<file path="config.mk">
export PLATFORM = sky130hd
export DESIGN_NAME = seq_multiplier
export DESIGN_NICKNAME = d
export VERILOG_FILES = /design/src/rtl/mult_pkg.sv /design/src/rtl/twos_negate.sv /design/src/rtl/seq_multiplier.sv
export SDC_FILE = /design/constraint.sdc
export NUM_CORES = 1
export LEC_CHECK = 0
export BUFFER_PORTS_ARGS = -buffer_cell sky130_fd_sc_hd__buf_2
export CAP_MARGIN = 10
export CORE_MARGIN = 5
export CORE_UTILIZATION = 48
export CTS_CLUSTER_DIAMETER = 80
export DETAILED_ROUTE_END_ITERATION = 10
export GPL_ROUTABILITY_DRIVEN = 1
export MAX_ROUTING_LAYER = met4
export PLACE_DENSITY = 0.7
export REMOVE_ABC_BUFFERS = 1
export SLEW_MARGIN = 20
export SYNTH_ARGS = -nofsm -noshare
export SYNTH_HDL_FRONTEND = slang
export SYNTH_HIERARCHICAL = 1
export SYNTH_SLANG_ARGS = --single-unit
</file>
<file path="constraint.sdc">
create_clock -name clk -period 3.5 [get_ports clk]
set_input_delay 0.175 -clock clk [delete_from_list [all_inputs] [get_ports clk]]
set_output_delay 0.175 -clock clk [all_outputs]
set_load 0.03 [all_outputs]
</file>
<file path="src/rtl/mult_pkg.sv">
// Shared types and constants for the iterative shift-add multiplier.
// Holds the FSM state encoding, the default operand width and the counter sizing helper.
package mult_pkg;

  localparam int DEFAULT_WIDTH = 16;

  typedef enum logic [0:0] {
    IDLE = 1'b0,
    RUN  = 1'b1
  } state_t;

  // Counter must be able to hold values 0..width
  function automatic int cnt_width(input int width);
    return $clog2(width + 1);
  endfunction

endpackage

</file>
<file path="src/rtl/twos_negate.sv">
// Conditional two's complement negation: out = en ? -in : in.
// Used for operand magnitudes and for re-applying the product sign.
module twos_negate #(
  parameter int N = 16
) (
  input  logic [N-1:0] in,
  input  logic         en,
  output logic [N-1:0] out
);

  assign out = en ? (~in + {{(N-1){1'b0}}, 1'b1}) : in;

endmodule

</file>
<file path="src/rtl/seq_multiplier.sv">
// Iterative shift-add multiplier retiring one multiplier bit per clock.
// Signed mode multiplies magnitudes and negates the 2*WIDTH product at the end.
module seq_multiplier
  import mult_pkg::*;
#(
  parameter int WIDTH = DEFAULT_WIDTH
) (
  input  logic             clk,
  input  logic             reset,
  input  logic             start,
  input  logic             signed_mode,
  input  logic [WIDTH-1:0] a,
  input  logic [WIDTH-1:0] b,
  output logic             busy,
  output logic             done,
  output logic [WIDTH-1:0] m,
  output logic [WIDTH-1:0] n
);

  localparam int CW = cnt_width(WIDTH);
  localparam logic [CW-1:0] LAST_CNT = CW'(WIDTH - 1);

  state_t               state_r;
  state_t               state_s;
  logic [WIDTH-1:0]     mcand_r;
  logic [WIDTH-1:0]     mplier_r;
  logic [2*WIDTH-1:0]   acc_r;
  logic                 neg_r;
  logic [CW-1:0]        cnt_r;
  logic                 busy_r;
  logic                 done_r;
  logic [WIDTH-1:0]     m_r;
  logic [WIDTH-1:0]     n_r;

  logic                 accept_s;
  logic                 last_s;
  logic [WIDTH-1:0]     a_mag_s;
  logic [WIDTH-1:0]     b_mag_s;
  logic [WIDTH:0]       sum_s;
  logic [2*WIDTH-1:0]   acc_step_s;
  logic [2*WIDTH-1:0]   prod_s;

  twos_negate #(.N(WIDTH)) u_neg_a (
    .in  (a),
    .en  (signed_mode & a[WIDTH-1]),
    .out (a_mag_s)
  );

  twos_negate #(.N(WIDTH)) u_neg_b (
    .in  (b),
    .en  (signed_mode & b[WIDTH-1]),
    .out (b_mag_s)
  );

  // The final product sign is applied to the accumulator value of the last iteration
  twos_negate #(.N(2*WIDTH)) u_neg_p (
    .in  (acc_step_s),
    .en  (neg_r),
    .out (prod_s)
  );

  assign accept_s   = (state_r == IDLE) & start;
  assign last_s     = (state_r == RUN) & (cnt_r == LAST_CNT);
  assign sum_s      = {1'b0, acc_r[2*WIDTH-1:WIDTH]}
                    + (mplier_r[0] ? {1'b0, mcand_r} : {(WIDTH+1){1'b0}});
  assign acc_step_s = {sum_s, acc_r[WIDTH-1:1]};

  // Next-state logic
  always_comb begin
    state_s = state_r;
    case (state_r)
      IDLE: begin
        if (start) state_s = RUN;
        else       state_s = IDLE;
      end
      RUN: begin
        if (last_s) state_s = IDLE;
        else        state_s = RUN;
      end
      default: state_s = IDLE;
    endcase
  end

  // State register
  always_ff @(posedge clk) begin
    if (reset) state_r <= IDLE;
    else       state_r <= state_s;
  end

  // Operand, accumulator, counter and result registers
  always_ff @(posedge clk) begin
    if (reset) begin
      mcand_r  <= {WIDTH{1'b0}};
      mplier_r <= {WIDTH{1'b0}};
      acc_r    <= {(2*WIDTH){1'b0}};
      neg_r    <= 1'b0;
      cnt_r    <= {CW{1'b0}};
      busy_r   <= 1'b0;
      done_r   <= 1'b0;
      m_r      <= {WIDTH{1'b0}};
      n_r      <= {WIDTH{1'b0}};
    end else begin
      done_r <= 1'b0;
      busy_r <= (state_s == RUN);
      if (accept_s) begin
        mcand_r  <= a_mag_s;
        mplier_r <= b_mag_s;
        acc_r    <= {(2*WIDTH){1'b0}};
        neg_r    <= signed_mode & (a[WIDTH-1] ^ b[WIDTH-1]);
        cnt_r    <= {CW{1'b0}};
      end else if (state_r == RUN) begin
        acc_r    <= acc_step_s;
        mplier_r <= {1'b0, mplier_r[WIDTH-1:1]};
        if (last_s) begin
          cnt_r  <= {CW{1'b0}};
          m_r    <= prod_s[WIDTH-1:0];
          n_r    <= prod_s[2*WIDTH-1:WIDTH];
          done_r <= 1'b1;
        end else begin
          cnt_r  <= cnt_r + {{(CW-1){1'b0}}, 1'b1};
        end
      end else begin
        acc_r <= acc_r;
      end
    end
  end

  assign busy = busy_r;
  assign done = done_r;
  assign m    = m_r;
  assign n    = n_r;

endmodule
</file>
Word level (Yosys, flattened, before mapping)
Index checks and enable logic that the tools add are counted.
Cells by class
  add/subtract/negate cells: 5
  multipliers: 0
  div/mod/pow operators: 0
  magnitude comparators: 0
  equal/unequal tests: 1
  shift operators: 0
  muxes and demuxes: 11
  bitwise logic cells: 11
  reduce and logical (&&, ||, !) cells: 4
Operators by type and width (count)
  $mux 16: 5
  $add 16x1->16 const B: 2
  $add 32x1->32 const B: 1
  $mux 32: 1
  $not 16->16: 2
  $not 32->32: 1
  $add 16x16->17: 1
  $add 5x1->5 const B: 1
  $and 1x1->1: 5
  $eq 5x4->1 const B: 1
  $mux 5: 1
  $mux 1: 3
  $reduce_and 3->1: 1
  $reduce_or 3->1: 1
  $not 1->1: 2
  $pmux 1 s2: 1
  $reduce_bool 2->1: 1
  $reduce_or 2->1: 1
  $xor 1x1->1: 1
Storage, ports and cells
  register bits: 104
  latch bits: 0
  RAM bits: 0
  ROM bits: 0
  input port bits: 36
  output and inout port bits: 34
  logic and storage cells: 41
  memories kept: 0

Depth between registers and ports, before layout
Gate-level depths: netlist (run 1).
  depth after elaboration: 5
  gate-level depth with buffers: 15

Hierarchy
The synthesis (run 1) kept the hierarchy.
By module, submodules not included
  seq_multiplier: instances 1, cells an instance 550, area each 4614.4 um^2, sequential area each 2062.0 um^2
  twos_negate at u_neg_p: instances 1, cells an instance 99, area each 777.0 um^2, sequential area each 0.0 um^2
  twos_negate at u_neg_a ...: instances 2, cells an instance 47, area each 332.8 um^2, sequential area each 0.0 um^2

Worst setup path before layout (run 1)
No wires, ideal clock.
  kind: reg2reg
  start: reg mplier_r[0]
  end: reg n_r[14] (netlist: n[14])
  setup time: 0.070 ns
  arrival time: 3.535 ns
  data required time: 3.430 ns
  setup slack: -0.105 ns
  stages on the path, launching flop included: 16
  buffers on the path: 1
  period minus slack after synthesis: 3.605 ns
  cell sequence: dfxtp_1 > clkbuf_1 > and2_1 > ha_1 > fa_1 > a21o_1 > a311o_1 > a41oi_1 > o21ai_1 > xor2_1 > nor4_1 > nand2_1 > o41ai_1 > xnor2_1 > nand2_1 > a21oi_1
On the way
  longest elaborated chain between the ends: 5
Ends and longest elaborated chain
  start, declared: RTL line seq_multiplier.sv:26  | logic [WIDTH-1:0] mplier_r;
  start signal, assigned: RTL line seq_multiplier.sv:94  | mplier_r <= {WIDTH{1'b0}};
  start signal, assigned: RTL line seq_multiplier.sv:107  | mplier_r <= b_mag_s;
  start signal, assigned: RTL line seq_multiplier.sv:113  | mplier_r <= {1'b0, mplier_r[WIDTH-1:1]};
  $mux 16: RTL line seq_multiplier.sv:65  | + (mplier_r[0] ? {1'b0, mcand_r} : {(WIDTH+1){1'b0}});
  $add 16x16->17: RTL line seq_multiplier.sv:65
  net sum_s[12]: RTL line seq_multiplier.sv:39  | logic [WIDTH:0] sum_s;
  $not 32->32: RTL line twos_negate.sv:11  | assign out = en ? (~in + {{(N-1){1'b0}}, 1'b1}) : in;
  $add 32x1->32: RTL line twos_negate.sv:11
  $mux 32: RTL line twos_negate.sv:11
  net prod_s[30]: RTL line seq_multiplier.sv:41  | logic [2*WIDTH-1:0] prod_s;
  end signal, assigned: RTL line seq_multiplier.sv:101  | n_r <= {WIDTH{1'b0}};
  end signal, assigned: RTL line seq_multiplier.sv:117  | n_r <= prod_s[2*WIDTH-1:WIDTH];
  end, declared: RTL line seq_multiplier.sv:33  | logic [WIDTH-1:0] n_r;
The timed path passes the listed nets, and every way through them passes these cells.
A chain may end at the register's enable or synchronous reset.

Worst setup path in the final report (run 1)
  start: reg mcand_r[0]
  end: reg n_r[13] (netlist: n[13])
On the way
  longest elaborated chain between the ends: 5
Ends and longest elaborated chain
  start, declared: RTL line seq_multiplier.sv:25  | logic [WIDTH-1:0] mcand_r;
  start signal, assigned: RTL line seq_multiplier.sv:93  | mcand_r <= {WIDTH{1'b0}};
  start signal, assigned: RTL line seq_multiplier.sv:106  | mcand_r <= a_mag_s;
  $mux 16: RTL line seq_multiplier.sv:65
  $add 16x16->17: RTL line seq_multiplier.sv:65
  net sum_s[10]: RTL line seq_multiplier.sv:39
  $not 32->32: RTL line twos_negate.sv:11
  $add 32x1->32: RTL line twos_negate.sv:11
  $mux 32: RTL line twos_negate.sv:11
  net prod_s[29]: RTL line seq_multiplier.sv:41
The timed path passes the listed nets, and every way through them passes these cells.

==> results of run 1 <==
kinds of logic (layout without fill, tap and decap cells):
group           count (synthesis)  count (layout)
simple gates                  286             286
flops                         103             103
mux                            41              41
compound gates                165             165
fa+ha+maj                      21              21
buf+inv                        55             117
xor+xnor                       72              72
final cells by class:
cell class / instances / area share
multi-input cells: 585 / 0.552
flip-flops and latches: 103 / 0.296
repair buffers: 88 / 0.0700
clock buffers: 9 / 0.0323
well taps: 172 / 0.0309
clock inverters: 7 / 0.0115
inverters: 13 / 0.00700
critical path: cells and delay by family, from the launching register on:
family	cells	cell delay, ns
AOI/OAI and AO/OA	5	1.09
adders and majority gates	2	0.53
buffers and inverters	2	0.33
DFF	1	0.32
xor gates and xnor gates	2	0.24
and+or+nand+nor	4	0.71
layer usage:
layer,GRT usage,vias up
met2,0.328,104
met5,-,-
met1,0.237,2397
met4,0.0525,0
met3,0.0304,5
li1,-,2705
sequential cells by signal, summed over array words and instances, names as in the netlist:
| signal | count |
|---|---|
| busy | 1 |
| m | 16 |
| mcand_r | 16 |
| neg_r | 1 |
| cnt_r | 5 |
| acc_r | 31 |
| mplier_r | 16 |
| n | 16 |
| done | 1 |
cells in the final DEF, fill, tap and decap left out, types with 9 or more instances in the layout:
master       n
nand3_1     12
dfxtp_1    100
o31ai_1     18
nor2_1      69
xnor2_1     52
buf_2       69
buf_4       19
nand2_1    130
clkbuf_16    9
a21oi_1     75
o21ai_0     24
ha_1        19
mux2i_1     41
inv_1       12
xor2_1      18
and2_1      21
stage by stage:
step	setup TNS, ns	setup slack (ns)	hold WS, ns	util	instance area (µm²)
2_1_floorplan	-7.04	-0.201	0.244	-	5890
3_3_place_gp	0	0.0642	0.439	0.527	6590
3_5_place_dp	0	0.0342	0.444	0.527	6590
4_1_cts	0	0.0158	0.0899	0.551	6900
5_1_grt	-0.0138	-0.0138	0.114	0.557	6970
6_report	0	0.195	0.104	0.557	6970
power by group through the flow:
stage          Sequential (W)  Clock [W]  Combinational [W]
3_3_place_gp          0.00125          0           0.000282
6_report              0.00123    0.00103           0.000297
3_5_place_dp          0.00126          0           0.000288
5_1_grt               0.00123    0.00110           0.000335
4_1_cts               0.00123    0.00105           0.000291
2_1_floorplan         0.00126          0           0.000182
worst paths after layout:
path	start	to	slack, ns	cells past startpoint
max reg2reg	mcand_r[0]	n[13]	0.19	15
min reg2reg	n[2]	n[2]	0.45	2
min	a[0]	mcand_r[0]	0.10	3
max	mcand_r[0]	n[13]	0.19	15
==> results.json, run 1 <==
{
  "hold_violations": 0,
  "ys_ff_latch": 103,
  "ioPinCount": 70,
  "hpwl_mm": 9.81,
  "synth.top_cells.by_area": "dfxtp_1 (34%), nand2_1 (8.1%), xnor2_1 (7.8%), mux2i_1 (6.8%), a21oi_1 (6.3%)",
  "p_switching_w": 0.000668,
  "rows": 41,
  "gp_congestion": 0.916,
  "synthMuxAreaShare": 0.0678,
  "worstPathCellList": "and2_1 > ha_2 > fa_2 > a21o_1 > a311o_1 > buf_4 > a31oi_4 > xnor2_1 > nor4_1 > buf_4 > or2b_1 > o31ai_2 > xnor2_1 > nand2_1 > a21oi_1",
  "wl_met2_mm": 6.51,
  "fillCellCount": 1188,
  "grt_antenna_before_repair": 0,
  "cts-htree-levels": 3,
  "port_buffers": 69,
  "clk_path_buf_depth": 2,
  "grt_max_degree": 72,
  "drv_cap": 0,
  "yosysUniqueCellTypes": 54,
  "die_w_um": 122,
  "cts.sinks": 103,
  "swShare": 0.261,
  "synth_area_mm2": 0.00606,
  "track_usage": 0.193,
  "cts-root-buf": "clkbuf_16",
  "drive_gt1_frac": 0.176,
  "drt-initial-drc-count": 357,
  "post-route-drc-count": 0,
  "power.total_w": 0.00256,
  "async_reset_ff_frac": 0,
  "synthAdderAreaFrac": 0.0446,
  "fin_cells": 977,
  "synth_top_area_share": 0.340,
  "nNetsFinal": 857,
  "drv_slew": 0,
  "register_area_mm2": 0.00207,
  "yosys-top-cells-count": "nand2_1 (131), dfxtp_1 (103), a21oi_1 (76), nor2_1 (70), xnor2_1 (54)",
  "p_per_area_mw_per_mm2": 366,
  "setup_viol_count_final": 0,
  "skew_ns": 0.00741,
  "dr.pass1.iters": 4,
  "crit_slowest_cell": "fa_2",
  "yosysMostFrequentCell": "nand2_1",
  "ys_warn_count": 6,
  "end_kind": "flop",
  "seq_power_share": 0.481,
  "timing.fmax_mhz": 303,
  "synth-xor-area-share": 0.104,
  "start_kind": "flop",
  "critical_path_arrival_ns": 3.58,
  "drt_wl_total_mm": 13.4,
  "clkSlewWorstSetupHoldPaths_ns": 0.07,
  "grt_pass1_vias": 5010,
  "post_cts_resized": 0,
  "initial_core_util": 0.484,
  "cts_buffers": 9,
  "multi_input_area_mm2": 0.00385,
  "wl_met1_mm": 6.27,
  "yosysSeqAreaShare": 0.340,
  "p_comb_frac": 0.116,
  "wl_met3_um": 548,
  "route.top_layer_used": "met4",
  "path_max_fanout": 3,
  "antenna_cells": 0,
  "min_period_ns": 3.31,
  "coreArea_mm2": 0.0125,
  "clock_latency_ns": 0.35,
  "num_vias": 5211,
  "max_slew_margin": 0.451,
  "synth-compound-area-share": 0.180,
  "tritoncts": "yes",
  "slowest_delay_ns": 0.35,
  "fin_crit_sh": 0.944,
  "post_cts_buffers": 0,
  "grt_pass1_wl_mm": 23.1,
  "synth_edf_count": 0,
  "ir_drop_mv": 0.229,
  "synth_top_family_by_area": "simple AND/OR/NAND/NOR gates",
  "avgSynthCellArea_um2": 8.15,
  "crit_type": "reg -> reg",
  "tightestPinTransition_ns": 0.821,
  "yosys.area_share.simple": 0.227,
  "chipHeight_um": 122,
  "p_int_w": 0.00189,
  "numPlacedInstances": 961,
  "hold_buffers": 0,
  "synth_top_area_cell": "dfxtp_1",
  "synth_cells": 743,
  "post_drt_via_cell_ratio": 5.33,
  "dieArea_mm2": 0.0150,
  "worstHoldPathType": "in -> reg",
  "p_clk_frac": 0.403,
  "p_leak_nw": 2.99,
  "areaGrowthSynthToFinish_pct": 15.1,
  "ys.flop_type": "dfxtp_1",
  "ant_nets": 0,
  "worstPathRequired_ns": 3.78,
  "wl_per_cell_um": 13.8,
  "outcome": "finished clean",
  "grt.overflow.total": 0
}
Power figures use the tool's default switching activity.
==> run 2: changes to the inputs <==
Settings changed: CORE_UTILIZATION 48 to 40, PLACE_DENSITY 0.7 to unset.
==> run 2 against run 1 <==
  * Routed wire length up 2.5%
  * Total power down 1.5%
  * Global-route usage down 3.0 points
  * Clock power down 4%
  * Sequential power about the same
  * Hold slack worse by 0.0085 ns
  * Register-to-register slack worse by 0.02 ns
  * Clock skew up 0.0040 ns
  * Utilization down 8.9 points
  * Design area up 0.93%
  * Die area up 18%
==> results.json, run 2 (same netlist as run 1, synthesis figures left out) <==
{
  "outcome": "finished clean",
  "p_leak_nw": 3.03,
  "drv_slew": 0,
  "post_drt_via_cell_ratio": 5.12,
  "p_switching_w": 0.000659,
  "fillCellCount": 1539,
  "worst-path-buf-inv": 2,
  "die_w_um": 133,
  "min_period_ns": 3.32,
  "crit_type": "reg -> reg",
  "swShare": 0.262,
  "numPlacedInstances": 981,
  "end_kind": "flop",
  "grt_pass1_vias": 4768,
  "ir_drop_mv": 0.222,
  "track_usage": 0.162,
  "initial_core_util": 0.403,
  "hold_buffers": 0,
  "start_kind": "flop",
  "clkSlewWorstSetupHoldPaths_ns": 0.07,
  "fin_crit_sh": 0.950,
  "hpwl_mm": 10.0,
  "power.total_w": 0.00252,
  "tritoncts": "yes",
  "largest_register_ffs": 31,
  "cts.sinks": 103,
  "top_register": "acc_r",
  "grt.overflow.total": 0,
  "grt_max_degree": 50,
  "setup_viol_count_final": 0,
  "tightestPinTransition_ns": 0.697,
  "skew_ns": 0.0114,
  "p_clk_frac": 0.391,
  "grt_pass1_wl_mm": 23.2,
  "dr.pass1.iters": 4,
  "antenna_cells": 0,
  "p_int_w": 0.00186,
  "cts_buffers": 9,
  "rows": 45,
  "fin_cells": 998,
  "worstPathRequired_ns": 3.79,
  "slowest_delay_ns": 0.35,
  "seq_power_share": 0.488,
  "num_vias": 5105,
  "dieArea_mm2": 0.0177,
  "coreArea_mm2": 0.0150,
  "wl_per_cell_um": 13.8,
  "path_max_fanout": 4,
  "post-route-drc-count": 0,
  "max_slew_margin": 0.530,
  "drt_wl_total_mm": 13.8,
  "port_buffers": 69,
  "hold_violations": 0,
  "p_comb_frac": 0.121,
  "p_per_area_mw_per_mm2": 358,
  "critical_path_arrival_ns": 3.61,
  "layout_common_cells": "nand2_1 (131), dfxtp_1 (101), a21oi_1 (74), buf_2 (69), nor2_1 (67)",
  "drive_gt1_frac": 0.186,
  "cpLargestDelayFamily": "compound AO/OA/AOI/OAI gates",
  "crit_slowest_cell": "fa_2",
  "timing.fmax_mhz": 301,
  "worstHoldPathType": "in -> reg",
  "drt-initial-drc-count": 239,
  "cts-root-buf": "clkbuf_16",
  "worstPathCellList": "and2_1 > ha_1 > fa_2 > a21o_1 > a311o_1 > buf_4 > a21o_1 > a21oi_2 > xnor2_2 > nand3b_1 > buf_4 > o41ai_2 > xnor2_1 > nand2_1 > a21oi_1",
  "ant_nets": 0,
  "gp_congestion": 0.824,
  "grt_antenna_before_repair": 0,
  "drv_cap": 0,
  "areaGrowthSynthToFinish_pct": 16.2,
  "ioPinCount": 70,
  "clock_latency_ns": 0.35,
  "chipHeight_um": 133,
  "clk_path_buf_depth": 2,
  "cts-htree-levels": 3,
  "nNetsFinal": 862,
  "layout_commonest_cell": "nand2_1"
}
run 2: layout make-up:
cell class | count | area [µm²] | area share
multi-input combinational | 585 | 3870 | 0.550
clock inverter | 5 | 41.3 | 0.00587
tap | 188 | 235 | 0.0334
sequential | 103 | 2060 | 0.293
clock buffer | 11 | 253 | 0.0359
inverter | 13 | 48.8 | 0.00693
timing repair buffer | 93 | 526 | 0.0747
run 2: worst paths after layout:
path	start	to	slack, ns	depth (start not counted)
worst min-delay path	a[0]	mcand_r[0]	0.1	3
worst max register to register	mcand_r[0]	n[10]	0.18	15
worst min register to register	n[6]	n[6]	0.45	2
worst max-delay path	mcand_r[0]	n[10]	0.18	15
run 2: timing repair:
item | in CTS | in global routing
resized for setup | 0 | 17
buffers inserted | 0 | 1
endpoints found under the setup margin | 0 | 8
run 2: per-stage QoR:
step                      TNS (ns)  instance area (µm²)  utilization  hold slack, ns  setup slack, ns
after floorplan              -7.04                 5890            -           0.244           -0.201
after global placement           0                 6640        0.442           0.439           0.0649
after detailed placement         0                 6640        0.442           0.444           0.0386
after CTS                        0                 6940        0.462          0.0870         0.000314
after global routing        -0.114                 7040        0.468           0.100          -0.0654
final                            0                 7040        0.468          0.0953            0.175
run 2: power by group through the flow:
stage	clock network (W)	registers (W)	logic [W]
after global routing	0.00107	0.00123	0.000341
after CTS	0.00102	0.00123	0.000296
after detailed placement	0	0.00126	0.000294
final	0.000984	0.00123	0.000304
after global placement	0	0.00126	0.000293
after floorplan	0	0.00126	0.000182
run 2: worst min-delay path, stage by stage:
cell and delay, ns:
buf_2 0.11, nand2_1 0.07, a21oi_1 0.05
run 2: layer usage:
layer / share of wire / routed length [µm] / vias to the layer above / track usage
met5: 0 / 0 / - / -
met4: 0.017 / 233 / 0 / 0.0577
met3: 0.028 / 385 / 15 / 0.0247
met2: 0.45 / 6220 / 67 / 0.244
met1: 0.50 / 6930 / 2315 / 0.222
li1: - / - / 2708 / -
